<file path="config.mk">
export PLATFORM = sky130hd
export DESIGN_NAME = bit_fifo32_ctrl
export DESIGN_NICKNAME = d
export VERILOG_FILES = /design/src/rtl/bit_fifo32_pkg.sv /design/src/rtl/bit_fifo32_ptr.sv /design/src/rtl/bit_fifo32_ctrl.sv
export SDC_FILE = /design/constraint.sdc
export NUM_CORES = 1
export LEC_CHECK = 0
export CAP_MARGIN = 15
export CORE_MARGIN = 3
export CORE_UTILIZATION = 35
export DETAILED_ROUTE_END_ITERATION = 10
export GPL_TIMING_DRIVEN = 0
export MAX_ROUTING_LAYER = met4
export PLACE_DENSITY = 0.64
export SYNTH_ARGS = -nofsm -noshare
export SYNTH_HDL_FRONTEND = slang
export SYNTH_SLANG_ARGS = --single-unit
</file>
<file path="constraint.sdc">
create_clock -name CLK -period 3.9 [get_ports CLK]
set_input_delay 0.585 -clock CLK [delete_from_list [all_inputs] [get_ports CLK]]
set_output_delay 0.585 -clock CLK [all_outputs]
set_load 0.05 [all_outputs]
</file>
<file path="src/rtl/bit_fifo32_pkg.sv">
// Shared constants and types for the 33-bit FIFO controller built around a
// 32x1 LUT RAM. The optional level/overflow outputs of bit_fifo32_ctrl are
// enabled with the macro BIT_FIFO32_LEVEL_EN.
package bit_fifo32_pkg;

    localparam int ADDR_W = 5;
    localparam int DEPTH  = 2 ** ADDR_W;
    localparam int CNT_W  = ADDR_W + 1;

    localparam logic [CNT_W-1:0] CNT_ZERO = {CNT_W{1'b0}};
    localparam logic [CNT_W-1:0] CNT_ONE  = {{(CNT_W-1){1'b0}}, 1'b1};
    localparam logic [CNT_W-1:0] CNT_FULL = CNT_W'(DEPTH);

    // Each cycle carries exactly one RAM operation: a write slot or a head refill.
    typedef enum logic [0:0] {
        SLOT_WRITE  = 1'b0,
        SLOT_REFILL = 1'b1
    } slot_e;

endpackage

</file>
<file path="src/rtl/bit_fifo32_ptr.sv">
// Wrap-around RAM pointer with increment enable; used for both write and read
// addresses of the FIFO. Wrap is the natural modulo-2**W overflow.
module bit_fifo32_ptr #(
    parameter int W = 5
) (
    input  logic         clk,
    input  logic         rst_n,
    input  logic         inc_en,
    output logic [W-1:0] ptr
);

    logic [W-1:0] ptr_r;

    // Pointer register: clear on reset, advance by one when enabled.
    always_ff @(posedge clk or negedge rst_n) begin
        if (!rst_n) begin
            ptr_r <= {W{1'b0}};
        end else if (inc_en) begin
            ptr_r <= ptr_r + {{(W-1){1'b0}}, 1'b1};
        end else begin
            ptr_r <= ptr_r;
        end
    end

    assign ptr = ptr_r;

endmodule

</file>
<file path="src/rtl/bit_fifo32_ctrl.sv">
// 1-bit FIFO controller: 32 bits live in an external 32x1 LUT RAM (falling-edge
// write, async read) and one more in the registered head bit OUT_D.
// The slot type (write or refill) is decided from registered state only, so
// RAM_A never depends on inputs. Empty-FIFO pushes bypass the RAM.
// Optional macro BIT_FIFO32_LEVEL_EN adds LEVEL (cnt + OUT_VALID) and a sticky
// OVF flag for pushes attempted while full.
module bit_fifo32_ctrl
    import bit_fifo32_pkg::*;
(
    input  logic              CLK,
    input  logic              RST_N,
    input  logic              IN_VALID,
    output logic              IN_READY,
    input  logic              IN_D,
    output logic              OUT_VALID,
    input  logic              OUT_READY,
    output logic              OUT_D,
    output logic [ADDR_W-1:0] RAM_A,
    output logic              RAM_D,
    output logic              RAM_WE,
    input  logic              RAM_O
`ifdef BIT_FIFO32_LEVEL_EN
    ,
    output logic [CNT_W-1:0]  LEVEL,
    output logic              OVF
`endif
);

    logic [ADDR_W-1:0] wr_ptr_s;
    logic [ADDR_W-1:0] rd_ptr_s;
    logic [CNT_W-1:0]  cnt_r;
    logic [CNT_W-1:0]  cnt_nxt_s;
    logic              out_valid_r;
    logic              out_valid_nxt_s;
    logic              out_d_r;
    logic              out_d_nxt_s;
    slot_e             slot_s;
    logic              in_ready_s;
    logic              push_s;
    logic              pop_s;
    logic              bypass_s;
    logic              ram_we_s;
    logic              ram_d_s;
    logic [ADDR_W-1:0] ram_a_s;
    logic              rd_inc_s;

    // Slot decision: refill the empty head register whenever RAM holds data.
    always_comb begin
        slot_s = SLOT_WRITE;
        if (!out_valid_r && (cnt_r != CNT_ZERO)) begin
            slot_s = SLOT_REFILL;
        end else begin
            slot_s = SLOT_WRITE;
        end
    end

    // Handshake and RAM control for the current slot; IN_READY is forced low in reset.
    always_comb begin
        in_ready_s = 1'b0;
        ram_a_s    = wr_ptr_s;
        rd_inc_s   = 1'b0;
        case (slot_s)
            SLOT_REFILL: begin
                in_ready_s = 1'b0;
                ram_a_s    = rd_ptr_s;
                rd_inc_s   = 1'b1;
            end
            SLOT_WRITE: begin
                in_ready_s = RST_N && (cnt_r != CNT_FULL);
                ram_a_s    = wr_ptr_s;
                rd_inc_s   = 1'b0;
            end
            default: begin
                in_ready_s = 1'b0;
                ram_a_s    = wr_ptr_s;
                rd_inc_s   = 1'b0;
            end
        endcase
        push_s   = IN_VALID && in_ready_s;
        pop_s    = out_valid_r && OUT_READY && (slot_s == SLOT_WRITE);
        bypass_s = push_s && (cnt_r == CNT_ZERO) && (!out_valid_r || OUT_READY);
        ram_we_s = push_s && !bypass_s;
        if (RST_N) begin
            ram_d_s = IN_D;
        end else begin
            ram_d_s = 1'b0;
        end
    end

    // Next occupancy and head-register contents.
    always_comb begin
        cnt_nxt_s       = cnt_r;
        out_valid_nxt_s = out_valid_r;
        out_d_nxt_s     = out_d_r;
        case (slot_s)
            SLOT_REFILL: begin
                cnt_nxt_s       = cnt_r - CNT_ONE;
                out_valid_nxt_s = 1'b1;
                out_d_nxt_s     = RAM_O;
            end
            SLOT_WRITE: begin
                if (ram_we_s) begin
                    cnt_nxt_s = cnt_r + CNT_ONE;
                end else begin
                    cnt_nxt_s = cnt_r;
                end
                if (bypass_s) begin
                    out_valid_nxt_s = 1'b1;
                    out_d_nxt_s     = IN_D;
                end else if (pop_s) begin
                    out_valid_nxt_s = 1'b0;
                    out_d_nxt_s     = out_d_r;
                end else begin
                    out_valid_nxt_s = out_valid_r;
                    out_d_nxt_s     = out_d_r;
                end
            end
            default: begin
                cnt_nxt_s       = cnt_r;
                out_valid_nxt_s = out_valid_r;
                out_d_nxt_s     = out_d_r;
            end
        endcase
    end

    // Occupancy counter and head register.
    always_ff @(posedge CLK or negedge RST_N) begin
        if (!RST_N) begin
            cnt_r       <= CNT_ZERO;
            out_valid_r <= 1'b0;
            out_d_r     <= 1'b0;
        end else begin
            cnt_r       <= cnt_nxt_s;
            out_valid_r <= out_valid_nxt_s;
            out_d_r     <= out_d_nxt_s;
        end
    end

    bit_fifo32_ptr #(.W(ADDR_W)) u_wr_ptr (
        .clk    (CLK),
        .rst_n  (RST_N),
        .inc_en (ram_we_s),
        .ptr    (wr_ptr_s)
    );

    bit_fifo32_ptr #(.W(ADDR_W)) u_rd_ptr (
        .clk    (CLK),
        .rst_n  (RST_N),
        .inc_en (rd_inc_s),
        .ptr    (rd_ptr_s)
    );

`ifdef BIT_FIFO32_LEVEL_EN
    logic [CNT_W-1:0] level_r;
    logic             ovf_r;

    // Total held bits (RAM plus head) and sticky push-while-full flag.
    always_ff @(posedge CLK or negedge RST_N) begin
        if (!RST_N) begin
            level_r <= CNT_ZERO;
            ovf_r   <= 1'b0;
        end else begin
            level_r <= cnt_nxt_s + {{(CNT_W-1){1'b0}}, out_valid_nxt_s};
            ovf_r   <= ovf_r || (IN_VALID && !in_ready_s &&
                                 (slot_s == SLOT_WRITE) && (cnt_r == CNT_FULL));
        end
    end

    assign LEVEL = level_r;
    assign OVF   = ovf_r;
`endif

    assign IN_READY  = in_ready_s;
    assign OUT_VALID = out_valid_r;
    assign OUT_D     = out_d_r;
    assign RAM_A     = ram_a_s;
    assign RAM_D     = ram_d_s;
    assign RAM_WE    = ram_we_s;

endmodule

</file>
Word-level counts from Yosys, hierarchy flattened
Cells that the tools add are included.

Logic and storage cells: 39. Memory bits (writable): 0. ROM bits: 0. Flip-flop bits (word level): 18. Output and inout port bits: 10. Latch bits: 0. Memories kept: 0.

Multipliers: 0. Div/mod/pow operators: 0. Shift-type cells: 0. $lt $le $gt $ge: 0. Eq/ne operators: 4. Add/subtract/negate cells: 4. Muxes and demuxes: 12. Bitwise gates (word level): 1. Reductions and logical operators: 13.

Operators with widths (count): 6-bit one-hot mux with 2 select lines (1); 5-bit by 1-bit adder with 5-bit output (second input constant) (2); 5-bit one-hot mux with 2 select lines (1); 1-bit logical AND (8); 1-bit one-hot mux with 2 select lines (4); 6-bit by 1-bit adder with 6-bit output (second input constant) (1); 6-bit zero test (1); 6-bit 2-to-1 mux (1); 6-bit inequality test (second input constant) (1); 6-bit nonzero test (1); 6-bit by 1-bit subtractor with 6-bit output (second input constant) (1); 1-bit 2-to-1 mux (5); 2-bit inequality test (second input constant) (2); 3-bit inequality test (second input constant) (1); 1-bit zero test (2); 1-bit logical OR (1); 1-bit NOT (1).

Longest topological paths before layout
Gate-level depths: netlist of the first run.

Word-level depth: 12. Mapped depth: 9.

Hierarchy
A second synthesis of the first run with hierarchy kept.

Cells, all modules: 85. Area, all modules: 977.2 um^2.

Modules (own cells, without submodules): bit_fifo32_ctrl (seq. area each 200.2 um^2, times used 1, area each 576.8 um^2, cells an instance 57); bit_fifo32_ptr (seq. area each 125.1 um^2, times used 2, area each 200.2 um^2, cells an instance 14).

Least setup slack after synthesis of the first run
No wires, ideal clock.

Path kind: reg-to-output. From: register cnt_r[1]. To: output IN_READY. Buffers on the path: 1. Cell stages (with the launch flop): 5. Arrival time: 2121 ps. Slack: 1194 ps. Path through: dfrtp_1 buf_2 nor4_4 nand2_1 a21boi_0.

Longest elaborated chain between the ends: 5. Elaborated cells between the ends (all ways): 7. Classes of those cells: eq/ne: 1; mux: 2; bitwise: 1; reduce/logical: 3.

RTL lines: from (decl) (line bit_fifo32_ctrl.sv:31) `logic [CNT_W-1:0] cnt_r;`; from (signal assigned) (line bit_fifo32_ctrl.sv:133) `cnt_r <= cnt_nxt_s;`; 6-bit nonzero test (line bit_fifo32_ctrl.sv:50) `if (!out_valid_r && (cnt_r != CNT_ZERO)) begin`; 1-bit logical AND (line bit_fifo32_ctrl.sv:50); 1-bit 2-to-1 mux (line bit_fifo32_ctrl.sv:50); 1-bit NOT (line bit_fifo32_ctrl.sv:62) `case (slot_s)`; 1-bit one-hot mux with 2 select lines * (line bit_fifo32_ctrl.sv:62); to (decl) (line bit_fifo32_ctrl.sv:13) `output logic IN_READY,`.

Every way passes the cells marked *; elsewhere a longest branch is shown, timed or not.

Worst setup path in the final report of the first run
From: input RST_N. To: output RAM_WE.

Longest elaborated chain between the ends: 7.

RTL lines: from (decl) (line bit_fifo32_ctrl.sv:11) `input logic RST_N,`; 1-bit logical AND * (line bit_fifo32_ctrl.sv:69) `in_ready_s = RST_N && (cnt_r != CNT_FULL);`; 1-bit one-hot mux with 2 select lines * (line bit_fifo32_ctrl.sv:62); 1-bit logical AND * (line bit_fifo32_ctrl.sv:79) `push_s = IN_VALID && in_ready_s;`; 1-bit logical AND (2 in a row) (line bit_fifo32_ctrl.sv:81) `bypass_s = push_s && (cnt_r == CNT_ZERO) && (!out_valid_r || OUT_READY);`; 1-bit zero test (line bit_fifo32_ctrl.sv:82) `ram_we_s = push_s && !bypass_s;`; 1-bit logical AND * (line bit_fifo32_ctrl.sv:82); to (decl) (line bit_fifo32_ctrl.sv:20) `output logic RAM_WE,`.

Marks and branches as above.

==> results of run 1 <==
==> metrics by stage <==
stage          TNS (ns)  util [%]  hold slack, ns  area, µm²  instances
5_1_grt               0      46.8           0.496       1200        133
4_1_cts               0      46.8           0.479       1200        133
3_3_place_gp          0      45.4           0.457       1170        129
2_1_floorplan         0         -           0.289        978         84
3_5_place_dp    -0.0108      45.4           0.460       1170        129
6_report              0      46.8           0.475       1200        133
==> per-layer routing <==
layer  wire length (µm)  part of all wire (%)
met1                848                    44
met2                967                    50
met3                 99                   5.1
met4                 29                   1.5
met5                  0                     0
==> cell usage in the layout, fill, tap and decap left out, types with 2 or more instances in the layout <==
cell / count
mux2_2: 9
nand4_1: 6
nor3_1: 3
and2_1: 2
nand2_1: 3
a21boi_0: 2
clkbuf_4: 3
dfrtp_1: 18
xnor2_1: 9
clkdlybuf4s50_1: 14
xor2_1: 4
nand3b_1: 2
nand3_1: 3
o21ai_0: 2
ha_1: 3
==> registers in the layout, summed over array words and instances, names as in the netlist <==
signal,flops
u_wr_ptr.ptr,5
OUT_D,1
cnt_r,6
u_rd_ptr.ptr,5
OUT_VALID,1
==> worst min-delay path by stage <==
stage | startpoint | to | cells after the start
floorplan | RST_N | OUT_D | 0
global placement | u_rd_ptr.ptr[4] | u_rd_ptr.ptr[4] | 1
detailed placement | u_wr_ptr.ptr[4] | u_wr_ptr.ptr[4] | 1
CTS | u_wr_ptr.ptr[4] | u_wr_ptr.ptr[4] | 1
global route | u_rd_ptr.ptr[4] | u_rd_ptr.ptr[4] | 1
finish | u_wr_ptr.ptr[4] | u_wr_ptr.ptr[4] | 1
==> final cells by class <==
class	instances	area share (%)
timing repair buffer	15	12.4
sequential	18	37.5
inverter	1	0.313
buffer	3	1.35
clock buffer	4	3.02
multi-input combinational	62	42.3
tap	30	3.13
==> synthesized netlist by cell type <==
library cell | count | area, µm²
dfrtp_1 | 18 | 450
mux2_2 | 9 | 101
xnor2_1 | 9 | 78.8
nand4_1 | 6 | 37.5
xor2_1 | 4 | 35.0
ha_1 | 3 | 37.5
nand2_1 | 3 | 11.3
nand3_1 | 3 | 15.0
nor3_1 | 3 | 15.0
a21boi_0 | 2 | 15.0
and2_1 | 2 | 12.5
nand3b_1 | 2 | 15.0
o21ai_0 | 2 | 10.0
a21oi_2 | 1 | 8.76
a22oi_1 | 1 | 7.51
a31oi_2 | 1 | 12.5
a32oi_1 | 1 | 8.76
and4_1 | 1 | 8.76
buf_2 | 1 | 5.00
buf_4 | 1 | 7.51
clkbuf_1 | 1 | 3.75
inv_1 | 1 | 3.75
mux2_1 | 1 | 11.3
nand2b_1 | 1 | 6.26
nor2_1 | 1 | 3.75
nor2_2 | 1 | 6.26
nor4_4 | 1 | 21.3
o311ai_0 | 1 | 8.76
o31ai_1 | 1 | 7.51
or2_2 | 1 | 6.26
or3_1 | 1 | 6.26
==> critical path: stages <==
cell	delay [ns]
dlygate4sd2_1	0.81
nand3_1	0.17
a31oi_2	0.51
clkdlybuf4s50_1	0.92
==> cell families (layout without fill, tap and decap cells) <==
| kind of cell | Yosys count | count (layout) | share of synthesized area, % |
|---|---|---|---|
| xor gates and xnor gates | 13 | 13 | 11.6 |
| buffers and inverters | 4 | 23 | 2.05 |
| DFF | 18 | 18 | 46.0 |
| AOI/OAI and AO/OA | 10 | 10 | 8.06 |
| muxes | 10 | 10 | 11.5 |
| adders and majority gates | 3 | 3 | 3.84 |
| and+or+nand+nor | 26 | 26 | 16.9 |
==> impl_metrics.ini, run 1 <==
[logic_synthesis]
ys_ff_latch = 18
netlist_instances = 84
synth-warning-count = 0
yosysSeqAreaShare_pct = 46.0
syn-num-nets = 93
ys_types = 31
synthesis.area_um2 = 978
syn_area_per_cell_um2 = 11.6

[global_route]
use_met3_pct = 3.95
use_met1_pct = 16.4
grt_pass1_vias = 772
grt.busiest_layer = met2
grt.met2_usage_pct = 22.2
grt_overflow_total = 0
grt_max_degree = 24
grt_pass1_wl_mm = 3.48
antenna_found_initial = 0
grt_use_total_pct = 13.9

[floorplan]
rows = 18
start_util_pct = 38.1
die_y_um = 58.9
die_w_um = 58.9
dieArea_um2 = 3470
core_area_um2 = 2570
pin_count = 16

[timing]
fin_ws_ns = 0.313
fmax_ghz = 0.279
worst_pin_slew_ns = 0.922
fin_crit_sh_pct = 92.0
setup_viol = 0
relSlewSlack_pct = 38.5
rsz0062_at_grt = no
fin_crit_ns = 3.59
fin_skew_ns = 0.00838
hold_viol = 0
slew_violations = 0

[clock_tree]
cts_resized = 1
clockBufferDepth = 2
cts-root-buf = clkbuf_4
ctsHoldBuffers = 0
clk_latency_ns = 0.30
cts_sinks = 18
clk_pin_slew_ns = 0.10
htree_levels = 1
cts_buffers = 3
cts_tree = built
cts_setup_buffers = 0

[critical_path]
r2r_cells = 9
cp-end-kind = output port
cp-startpoint = RST_N
r2r_slack_ns = 1.62
crit_arrival_ns = 3.00
r2r-start = cnt_r[1]
start_kind = input port
worstPathMaxFanout = 23
timing.setup.critical_path_class = in -> out
critPathCapture = RAM_WE
regToRegEndpoint = cnt_r[4]
critPathRequiredTime_ns = 3.31

[route]
first_pass_iters = 4
drt_drc_violations_left = 0
wl_per_cell_um = 14.6
antenna_left = 0
routed-via-count = 714
first_iter_violations = 15
routed_via_density = 5.37
routed_wl_mm = 1.94

[outcome]
status = complete, no violations

[final_layout]
nets = 113
seq_area_um2 = 450
drive_above_1_share_pct = 19.4
areaGrowthSynthToFinish_pct = 22.8
n_fill_cell = 263
antenna_cells = 0
multi_input_area_um2 = 508

[place]
post-dp-hpwl_mm = 1.36
finalWeightedCongestion = 0.780
io_buffer_count = 15
place_ws_ns = -0.0108

[worst_hold_path]
hp-class = reg -> reg

[flow_run]
cap_violations = 0
Power of run 1 is left out: the tool's default activity adds up to more than one toggle a clock period on the data nets, which glitch-free logic cannot reach.
==> run 2, diff against run 1 <==
TNS_END_PERCENT = 10   (was default)
==> results of run 2 <==
Same layout as run 1: the final DEF is identical, and so are final timing and power.
Power of run 2 is left out for the same reason.
